<file path="src/rtl/stage_pkg.sv">
// Shared definitions for the stage-data ROM reader and the stage/object builder.
// Holds the end-marker value, default block geometry, word layout and FSM states.
package stage_pkg;

  localparam int STAGE_WL = 6;
  localparam int STAGE_SW = 3;
  localparam logic [31:0] END_MARK = 32'hFFFF_FFFF;

  // Object description as the builder decodes a non-marker stage word.
  typedef struct packed {
    logic [7:0] kind;
    logic [7:0] pos_x;
    logic [7:0] pos_y;
    logic [7:0] arg;
  } stage_word_t;

  typedef enum logic [1:0] {
    S_IDLE,
    S_FETCH,
    S_DRAIN,
    S_DONE
  } state_t;

endpackage

</file>
<file path="src/rtl/stage_fifo2.sv">
// Two-entry output FIFO carrying stage word, word index and last tag.
// set_last tags the newest entry after the fact, unless that entry leaves this cycle.
module stage_fifo2 #(
  parameter int DW = 32,
  parameter int WL = 6
) (
  input  logic          clk,
  input  logic          rst_n,
  input  logic          push,
  input  logic [DW-1:0] push_data,
  input  logic [WL-1:0] push_index,
  input  logic          push_last,
  input  logic          pop,
  input  logic          set_last,
  output logic          valid,
  output logic [DW-1:0] head_data,
  output logic [WL-1:0] head_index,
  output logic          head_last,
  output logic [1:0]    count
);

  logic [DW-1:0] data_q  [2];
  logic [WL-1:0] index_q [2];
  logic [1:0]    last_q;
  logic          rd_ptr;
  logic          wr_ptr;
  logic          tag_tail;

  // The tail survives this cycle only if it is not also the head being popped.
  assign tag_tail = set_last && ((count == 2'd2) || ((count == 2'd1) && !pop));

  always_ff @(posedge clk or negedge rst_n) begin
    if (!rst_n) begin
      for (int i = 0; i < 2; i++) begin
        data_q[i]  <= '0;
        index_q[i] <= '0;
      end
      last_q <= '0;
      rd_ptr <= 1'b0;
      wr_ptr <= 1'b0;
      count  <= 2'd0;
    end else begin
      if (push) begin
        data_q[wr_ptr]  <= push_data;
        index_q[wr_ptr] <= push_index;
        last_q[wr_ptr]  <= push_last;
        wr_ptr          <= ~wr_ptr;
      end
      if (tag_tail) last_q[~wr_ptr] <= 1'b1;
      if (pop) rd_ptr <= ~rd_ptr;
      case ({push, pop})
        2'b10:   count <= count + 2'd1;
        2'b01:   count <= count - 2'd1;
        default: count <= count;
      endcase
    end
  end

  assign valid      = (count != 2'd0);
  assign head_data  = data_q[rd_ptr];
  assign head_index = index_q[rd_ptr];
  assign head_last  = last_q[rd_ptr];

endmodule

</file>
<file path="src/rtl/stage_reader.sv">
// Streams one stage block out of the 1-cycle-latency stage ROM onto a valid/ready
// port, stopping at the end marker or the last word of the block.
module stage_reader
  import stage_pkg::*;
#(
  parameter int AW = 9,
  parameter int DW = 32,
  parameter int WL = STAGE_WL,
  parameter int SW = STAGE_SW
) (
  input  logic          clk,
  input  logic          rst_n,
  input  logic          start,
  input  logic [SW-1:0] stage,
  output logic          busy,
  output logic          done,
  output logic [AW-1:0] rom_addr,
  input  logic [DW-1:0] rom_data,
  output logic          out_valid,
  input  logic          out_ready,
  output logic [DW-1:0] out_data,
  output logic [WL-1:0] out_index,
  output logic          out_last
);

  state_t        state;
  state_t        state_next;
  logic          vld_p1;
  logic [WL-1:0] idx_p1;
  logic          fetched_all;
  logic [1:0]    count;
  logic          head_last;
  logic          pop;
  logic          is_mark;
  logic          push;
  logic          last_word;
  logic          issue;
  logic [2:0]    credit;

  assign pop       = out_valid & out_ready;
  assign is_mark   = (state == S_FETCH) && vld_p1 && (&rom_data);
  assign push      = (state == S_FETCH) && vld_p1 && !(&rom_data);
  assign last_word = push && (idx_p1 == '1);

  // Occupancy after this cycle's pop and push; a new read needs a free slot beyond it.
  assign credit = {1'b0, count} - {2'b00, pop} + {2'b00, vld_p1};
  assign issue  = (state == S_FETCH) && !fetched_all && !is_mark && (credit < 3'd2);

  // A marker arriving while its predecessor is the head tags that word immediately.
  assign out_last = head_last | (is_mark && (count == 2'd1));
  assign busy     = (state == S_FETCH) || (state == S_DRAIN);
  assign done     = (state == S_DONE);

  always_comb begin
    state_next = state;
    case (state)
      S_IDLE:  if (start) state_next = S_FETCH;
      S_FETCH: if (is_mark || last_word) state_next = S_DRAIN;
      S_DRAIN: if ((count == 2'd0) || ((count == 2'd1) && pop)) state_next = S_DONE;
      S_DONE:  state_next = S_IDLE;
      default: state_next = S_IDLE;
    endcase
  end

  // _p1: a read was taken from rom_addr last edge; its word is on rom_data now.
  always_ff @(posedge clk or negedge rst_n) begin
    if (!rst_n) begin
      state       <= S_IDLE;
      rom_addr    <= '0;
      vld_p1      <= 1'b0;
      idx_p1      <= '0;
      fetched_all <= 1'b0;
    end else begin
      state  <= state_next;
      vld_p1 <= issue;
      if ((state == S_IDLE) && start) begin
        rom_addr    <= {stage, {WL{1'b0}}};
        fetched_all <= 1'b0;
      end else if (issue) begin
        idx_p1 <= rom_addr[WL-1:0];
        if (&rom_addr[WL-1:0]) fetched_all <= 1'b1;
        else                   rom_addr    <= rom_addr + AW'(1);
      end
    end
  end

  stage_fifo2 #(
    .DW(DW),
    .WL(WL)
  ) fifo (
    .clk       (clk),
    .rst_n     (rst_n),
    .push      (push),
    .push_data (rom_data),
    .push_index(idx_p1),
    .push_last (last_word),
    .pop       (pop),
    .set_last  (is_mark),
    .valid     (out_valid),
    .head_data (out_data),
    .head_index(out_index),
    .head_last (head_last),
    .count     (count)
  );

endmodule
</file>
<file path="config.mk">
export PLATFORM = sky130hd
export DESIGN_NAME = stage_reader
export DESIGN_NICKNAME = d
export VERILOG_FILES = /design/src/rtl/stage_pkg.sv /design/src/rtl/stage_fifo2.sv /design/src/rtl/stage_reader.sv
export SDC_FILE = /design/constraint.sdc
export NUM_CORES = 1
export LEC_CHECK = 0
export ABC_CLOCK_PERIOD_IN_PS = 5030
export CAP_MARGIN = 20
export CORE_ASPECT_RATIO = 1.1
export CORE_MARGIN = 2
export CORE_UTILIZATION = 45
export DETAILED_ROUTE_END_ITERATION = 7
export PLACE_DENSITY = 0.7
export SYNTH_ARGS = -nofsm -noshare
export SYNTH_HDL_FRONTEND = slang
export SYNTH_HIERARCHICAL = 1
export SYNTH_SLANG_ARGS = --single-unit
</file>
<file path="constraint.sdc">
create_clock -name clk -period 5.03 [get_ports clk]
set_clock_uncertainty 0.2 [all_clocks]
set_input_delay 1.2575 -clock clk [delete_from_list [all_inputs] [get_ports clk]]
set_output_delay 1.2575 -clock clk [all_outputs]
set_load 0.01 [all_outputs]
</file>
==> impl_metrics.py, run 1 <==
metrics = {
    "status": {
        "status": "finished, final reports clean",
    },
    "clock_tree": {
        "clock_sinks": 101,
        "cts_tree": "built",
        "ctsHoldBuffers": 0,
        "cts_buffers": 9,
        "htreeDepth": 3,
        "post_cts_buffers": 0,
        "cts_resized": 0,
        "path_clk_slew_ns": 0.06,
        "insertion_delay_ns": 0.34,
        "cts_root_buffer": "clkbuf_16",
        "clk_path_buf_depth": 2,
    },
    "hold_path": {
        "hold_path_class": "reg2reg",
    },
    "critical_path": {
        "cpPeakStageDelay_ns": 0.61,
        "cp.required_ns": 3.57,
        "worstPathCellList": "clkdlybuf4s50_1 -> nand4_1 -> nor4_4 -> nand3_2 -> o31ai_1 -> clkdlybuf4s50_1",
        "critPathMaxFanout": 3,
        "critical-path-slowest-cell": "clkdlybuf4s50_1",
        "cp_data_arrival_time_ns": 3.38,
        "crit_path_end_kind": "primary output",
        "start_kind": "primary input",
        "criticalPathCategory": "in2out",
        "cpMostUsedCell": "clkdlybuf4s50_1",
    },
    "drt": {
        "firstDrtPassIters": 4,
        "viasPerCell": 5.18,
        "wl_per_cell_microns": 16.1,
        "initialDrtViolationCount": 112,
        "routed_wl_microns": 9800,
        "ant_nets": 0,
        "vias": 3149,
        "drc": 0,
    },
    "sta": {
        "fmax_mhz": 207,
        "fin_setup_tns_ns": 0,
        "finalCritPeriodShare_pct": 96.1,
        "slew_viol_final": 0,
        "slew_headroom_pct": 35.1,
        "setup_violations": 0,
        "timing_worst_slew_pin_value_ns": 0.974,
        "hold_viol": 0,
        "rsz0062_at_grt": "false",
        "period_minus_slack_ns": 4.84,
    },
    "final_layout": {
        "final_cell_mix": "dfrtp_1, mux2_2, clkdlybuf4s50_1, mux2_1, nand2_1",
        "syn2layout_area_growth_pct": 25.9,
        "finish.net_count": 507,
        "final_common_cell": "dfrtp_1",
        "n_fill_cell": 920,
        "layout-drive-gt1-share_pct": 29.9,
        "utilization_pct": 57.5,
        "antenna_cells": 0,
    },
    "power": {
        "power.density_nw_per_um2": 581,
        "p_leak_uw": 0.00277,
        "p_total_uw": 3610,
        "vdd_ir_drop_max_mv": 0.353,
    },
    "floorplan": {
        "core_sq_um": 10800,
        "dieArea_sq_um": 11800,
        "ios": 90,
        "die_w_microns": 104,
        "rows": 40,
        "dieHeight_microns": 114,
        "start_util_pct": 45.7,
    },
    "global_route": {
        "track_usage_pct": 17.8,
        "grt_overflow": 0,
        "grt_max_degree": 75,
        "grt_pass1_vias": 3421,
        "grt_pass1_wl_microns": 16900,
        "antenna_found_initial": 0,
    },
    "synthesis": {
        "yosys-top-cells-area": "dfrtp_1, mux2_2, mux2_1",
        "synth_top_area_share_pct": 51.2,
        "ys_warn_count": 6,
        "synth_top_area_cell": "dfrtp_1",
        "netlist_instances": 369,
        "synth_nets": 420,
        "synth-seq-cells": 101,
        "ys_seq_area_share_pct": 51.2,
        "avgSynthCellArea_sq_um": 13.4,
        "synthDistinctLibCells": 46,
        "synth_enable_flop_cells": 0,
        "synthFlopType": "dfrtp_1",
        "syn_area_sq_um": 4940,
        "synthArstFlopShare_pct": 100,
    },
    "place": {
        "gp_congestion": 0.807,
        "hpwl_microns": 6800,
        "numPortBuffers": 89,
    },
    "flow_run": {
        "drv_cap": 0,
    },
}
## metal layers
layer / vias up / wire (microns) / GRT usage (%) / share of wire (%)
met5: - / 0 / 0 / 0
met4: 0 / 144 / 6.49 / 1.5
met3: 10 / 263 / 3.09 / 2.7
met2: 53 / 5030 / 31.3 / 51
met1: 1597 / 4360 / 22.3 / 44
li1: 1489 / - / - / -
## worst max-delay path: cells and delay by family
family          cells  cell delay (ns)
simple gates        3             0.72
compound gates      1             0.30
buf+inv             2             1.11
## cells by family after synthesis
| group | Yosys count | share of synthesized area (%) |
|---|---|---|
| AO/OA/AOI/OAI | 27 | 3.87 |
| flip-flops | 101 | 51.2 |
| buffers and inverters | 32 | 4.15 |
| AND/OR/NAND/NOR | 68 | 8.58 |
| XOR/XNOR | 5 | 0.886 |
| adder cells (fa/ha/maj) | 12 | 3.19 |
| multiplexers | 124 | 28.2 |
## sequential cells by signal (all words and copies together) (netlist names)
| register | cells |
|---|---|
| idx_p1 | 6 |
| fetched_all | 1 |
| fifo/index_q | 12 |
| fifo/count | 2 |
| fifo/data_q | 64 |
| fifo/rd_ptr | 1 |
| vld_p1 | 1 |
| rom_addr | 9 |
| state | 2 |
| fifo/last_q | 2 |
| fifo/wr_ptr | 1 |
## worst paths after layout
check | cells past startpoint | startpoint | end | slack [ns]
setup / recovery | 6 | rom_data[30] | out_last | 0.19
hold / removal | 1 | fifo/data_q[51] | fifo/data_q[51] | 0.28
setup reg to reg | 11 | fifo/count[1] | idx_p1[1] | 1.73
hold reg to reg | 1 | fifo/data_q[51] | fifo/data_q[51] | 0.28
max in group asynchronous | 2 | rst_n | fifo/data_q[19] | 2.84
min in group asynchronous | 1 | rst_n | fifo/data_q[7] | 0.85
## where the power goes
group          leakage, uW  switching [uW]  internal, uW
logic              0.00136             587           955
registers          0.00127             250          1130
clock network     0.000138             302           387
## final cells by class
cell class	instances	area (sq um)	share of cell area, %
clock buffer	9	225	3.62
inverter	14	52.6	0.845
tap	147	184	2.96
multi-input combinational	236	2220	35.6
sequential	101	2530	40.7
clock inverter	7	75.1	1.21
timing repair buffer	94	938	15.1
## cells in the mapped netlist, types with 2 or more instances
cell type    n
dfrtp_1    101
mux2_2      98
mux2_1      22
nand2_1     21
inv_1       13
ha_1        11
nand4_1      8
nor2_1       8
buf_2        6
o21ai_0      6
a31oi_1      5
buf_6        5
and2_1       4
mux2i_1      4
nand2b_1     4
nand3_1      4
a21oi_1      3
clkbuf_1     3
nand4_2      3
o211ai_1     3
xor2_1       3
a31o_2       2
a41o_1       2
buf_12       2
buf_4        2
nand3_2      2
nor2b_1      2
nor4_4       2
or4_1        2
xnor2_1      2
## through the flow
stage          instance area, sq um  hold WS, ns  setup WS [ns]  cells
4_1_cts                        6220        0.286          0.156    608
3_5_place_dp                   5920        0.269          0.178    592
5_1_grt                        6220        0.307         0.0424    608
2_1_floorplan                  4940        0.254           1.15    369
3_3_place_gp                   5920        0.261          0.159    592
6_report                       6220        0.281          0.194    608
(Power assumes the default switching activity.)
==> inputs of run 2 (changes only) <==
CORE_MARGIN = unset   (was 2)
CTS_CLUSTER_DIAMETER = 40   (was unset)
==> run 2 against run 1 <==
Compared with the run above: routed wire length decreased by 0.63%; utilization up 1.4 points; highest routed layer unchanged; maximum frequency rose by 0.45%; power decreased by 0.29%; setup slack better by 0.022 ns; count of clock-buffer cells in the layout grew 3; register-to-register slack lost 0.03 ns; die area decreased by 3.6%; worst hold slack lost 0.0010 ns; global-route usage increased by 0.62 points; sequential power is essentially flat; first-iteration DRC count decreased by 49%.
==> impl_metrics.py, run 2 (same netlist as run 1, synthesis figures left out) <==
metrics = {
    "final_layout": {
        "regMostFlops": "fifo/data_q",
        "top_regs": "fifo/data_q: 64 flops, fifo/index_q: 12 flops, rom_addr: 9 flops",
        "final_cell_mix": "dfrtp_1, mux2_2, clkdlybuf4s50_1, mux2_1, nand2_1",
        "final_common_cell": "dfrtp_1",
        "multi_input_area_sq_um": 2220,
        "n_fill_cell": 902,
        "antenna_cells": 0,
        "final-seq-area_sq_um": 2530,
        "finish.net_count": 507,
        "largest_reg_flops": 64,
        "layout-drive-gt1-share_pct": 29.5,
        "syn2layout_area_growth_pct": 25.7,
    },
    "floorplan": {
        "rows": 39,
        "dieHeight_microns": 112,
        "ios": 90,
        "die_w_microns": 102,
        "core_sq_um": 10500,
        "start_util_pct": 46.9,
        "dieArea_sq_um": 11400,
    },
    "critical_path": {
        "crit_path_end_kind": "primary output",
        "cp_data_arrival_time_ns": 3.36,
        "critPathMaxFanout": 3,
        "start_kind": "primary input",
        "regToRegStartpoint": "fifo/count[1]",
        "criticalPathCategory": "in2out",
        "cp.required_ns": 3.57,
        "crit_start": "rom_data[16]",
    },
    "power": {
        "vdd_ir_drop_max_mv": 0.261,
        "p_leak_uw": 0.00277,
        "p_total_uw": 3600,
        "power.density_nw_per_um2": 580,
    },
    "global_route": {
        "antenna_found_initial": 0,
        "grt_pass1_wl_microns": 16200,
        "grt_overflow": 0,
        "grt_max_degree": 74,
        "grt_pass1_vias": 3342,
        "track_usage_pct": 18.5,
    },
    "sta": {
        "slew_headroom_pct": 33.5,
        "finalCritPeriodShare_pct": 95.7,
        "setup_violations": 0,
        "fmax_mhz": 208,
        "slew_viol_final": 0,
        "period_minus_slack_ns": 4.81,
        "fin_setup_tns_ns": 0,
        "hold_viol": 0,
        "rsz0062_at_grt": "false",
        "timing_worst_slew_pin_value_ns": 0.998,
    },
    "clock_tree": {
        "htreeDepth": 3,
        "cts_root_buffer": "clkbuf_16",
        "clk_path_buf_depth": 2,
        "cts_tree": "built",
        "cts_resized": 0,
        "cts_buffers": 9,
        "post_cts_buffers": 0,
        "path_clk_slew_ns": 0.06,
        "clock_sinks": 101,
        "ctsHoldBuffers": 0,
        "insertion_delay_ns": 0.34,
    },
    "drt": {
        "viasPerCell": 5.16,
        "firstDrtPassIters": 4,
        "wl_per_cell_microns": 16.1,
        "ant_nets": 0,
        "routed_wl_microns": 9730,
        "drc": 0,
        "initialDrtViolationCount": 57,
        "vias": 3119,
    },
    "place": {
        "hpwl_microns": 6670,
        "numPortBuffers": 89,
        "gp_congestion": 0.797,
    },
    "flow_run": {
        "drv_cap": 0,
    },
    "hold_path": {
        "hold_start": "fifo/data_q[51]",
        "hold_path_class": "reg2reg",
    },
    "status": {
        "status": "finished, final reports clean",
    },
}
## run 2: changes by cell type in the layout (fill, tap and decap cells not counted)
cell        before  now
clkbuf_8         0    1
clkinv_2         1    2
clkbuf_1         0    2
inv_6            1    0
clkinv_4         1    0
clkinvlp_4       3    1
## run 2: area by class of cell
type                    count  share of cell area (%)
inverters                  14                   0.846
clock inverters             4                   0.766
multi-input cells         236                    35.7
well taps                 143                    2.88
flip-flops and latches    101                    40.7
clock buffers              12                    3.97
repair buffers             94                    15.1
## run 2: metrics by stage
step | util, % | std cells | instance area [sq um] | setup WS (ns) | hold WS, ns
global placement | 56.1 | 588 | 5910 | 0.163 | 0.261
global route | 58.9 | 604 | 6210 | 0.0657 | 0.298
detailed placement | 56.1 | 588 | 5910 | 0.199 | 0.270
finish | 58.9 | 604 | 6210 | 0.216 | 0.280
CTS | 58.9 | 604 | 6210 | 0.165 | 0.287
floorplan | - | 369 | 4940 | 1.15 | 0.254
## run 2: worst paths after layout
kind                            slack [ns]               to  cells past startpoint
worst max-delay path                  0.22         out_last                      6
worst min-delay path                  0.28  fifo/data_q[51]                      1
worst max register to register        1.70        idx_p1[4]                     11
worst min register to register        0.28  fifo/data_q[51]                      1
max in group asynchronous             2.86  fifo/data_q[49]                      2
min in group asynchronous             0.84  fifo/data_q[14]                      1
## run 2: layer usage
layer	vias up	wire length, microns	track usage, %
met2	56	4770	30.6
li1	1488	-	-
met3	12	273	2.76
met5	-	0	0
met4	0	194	8.29
met1	1563	4490	23.7
## run 2: worst max-delay path: stages
cell and delay [ns]:
clkdlybuf4s50_1 0.51, nand4_1 0.20, nor4_4 0.39, nand3_2 0.13, o31ai_1 0.27, clkdlybuf4s50_1 0.60
## run 2: where the power goes
group          internal (uW)  leakage (uW)  switching, uW  total [uW]
Clock                    398      0.000143            288         686
Combinational            953       0.00136            576        1530
Sequential              1130       0.00127            255        1390
Total                   2480       0.00277           1120        3600
==> inputs of run 3 (changes only) <==
CTS_CLUSTER_DIAMETER = 50   (was 40)
==> results of run 3 <==
Final layout, timing and power as in run 2 (identical DEF).
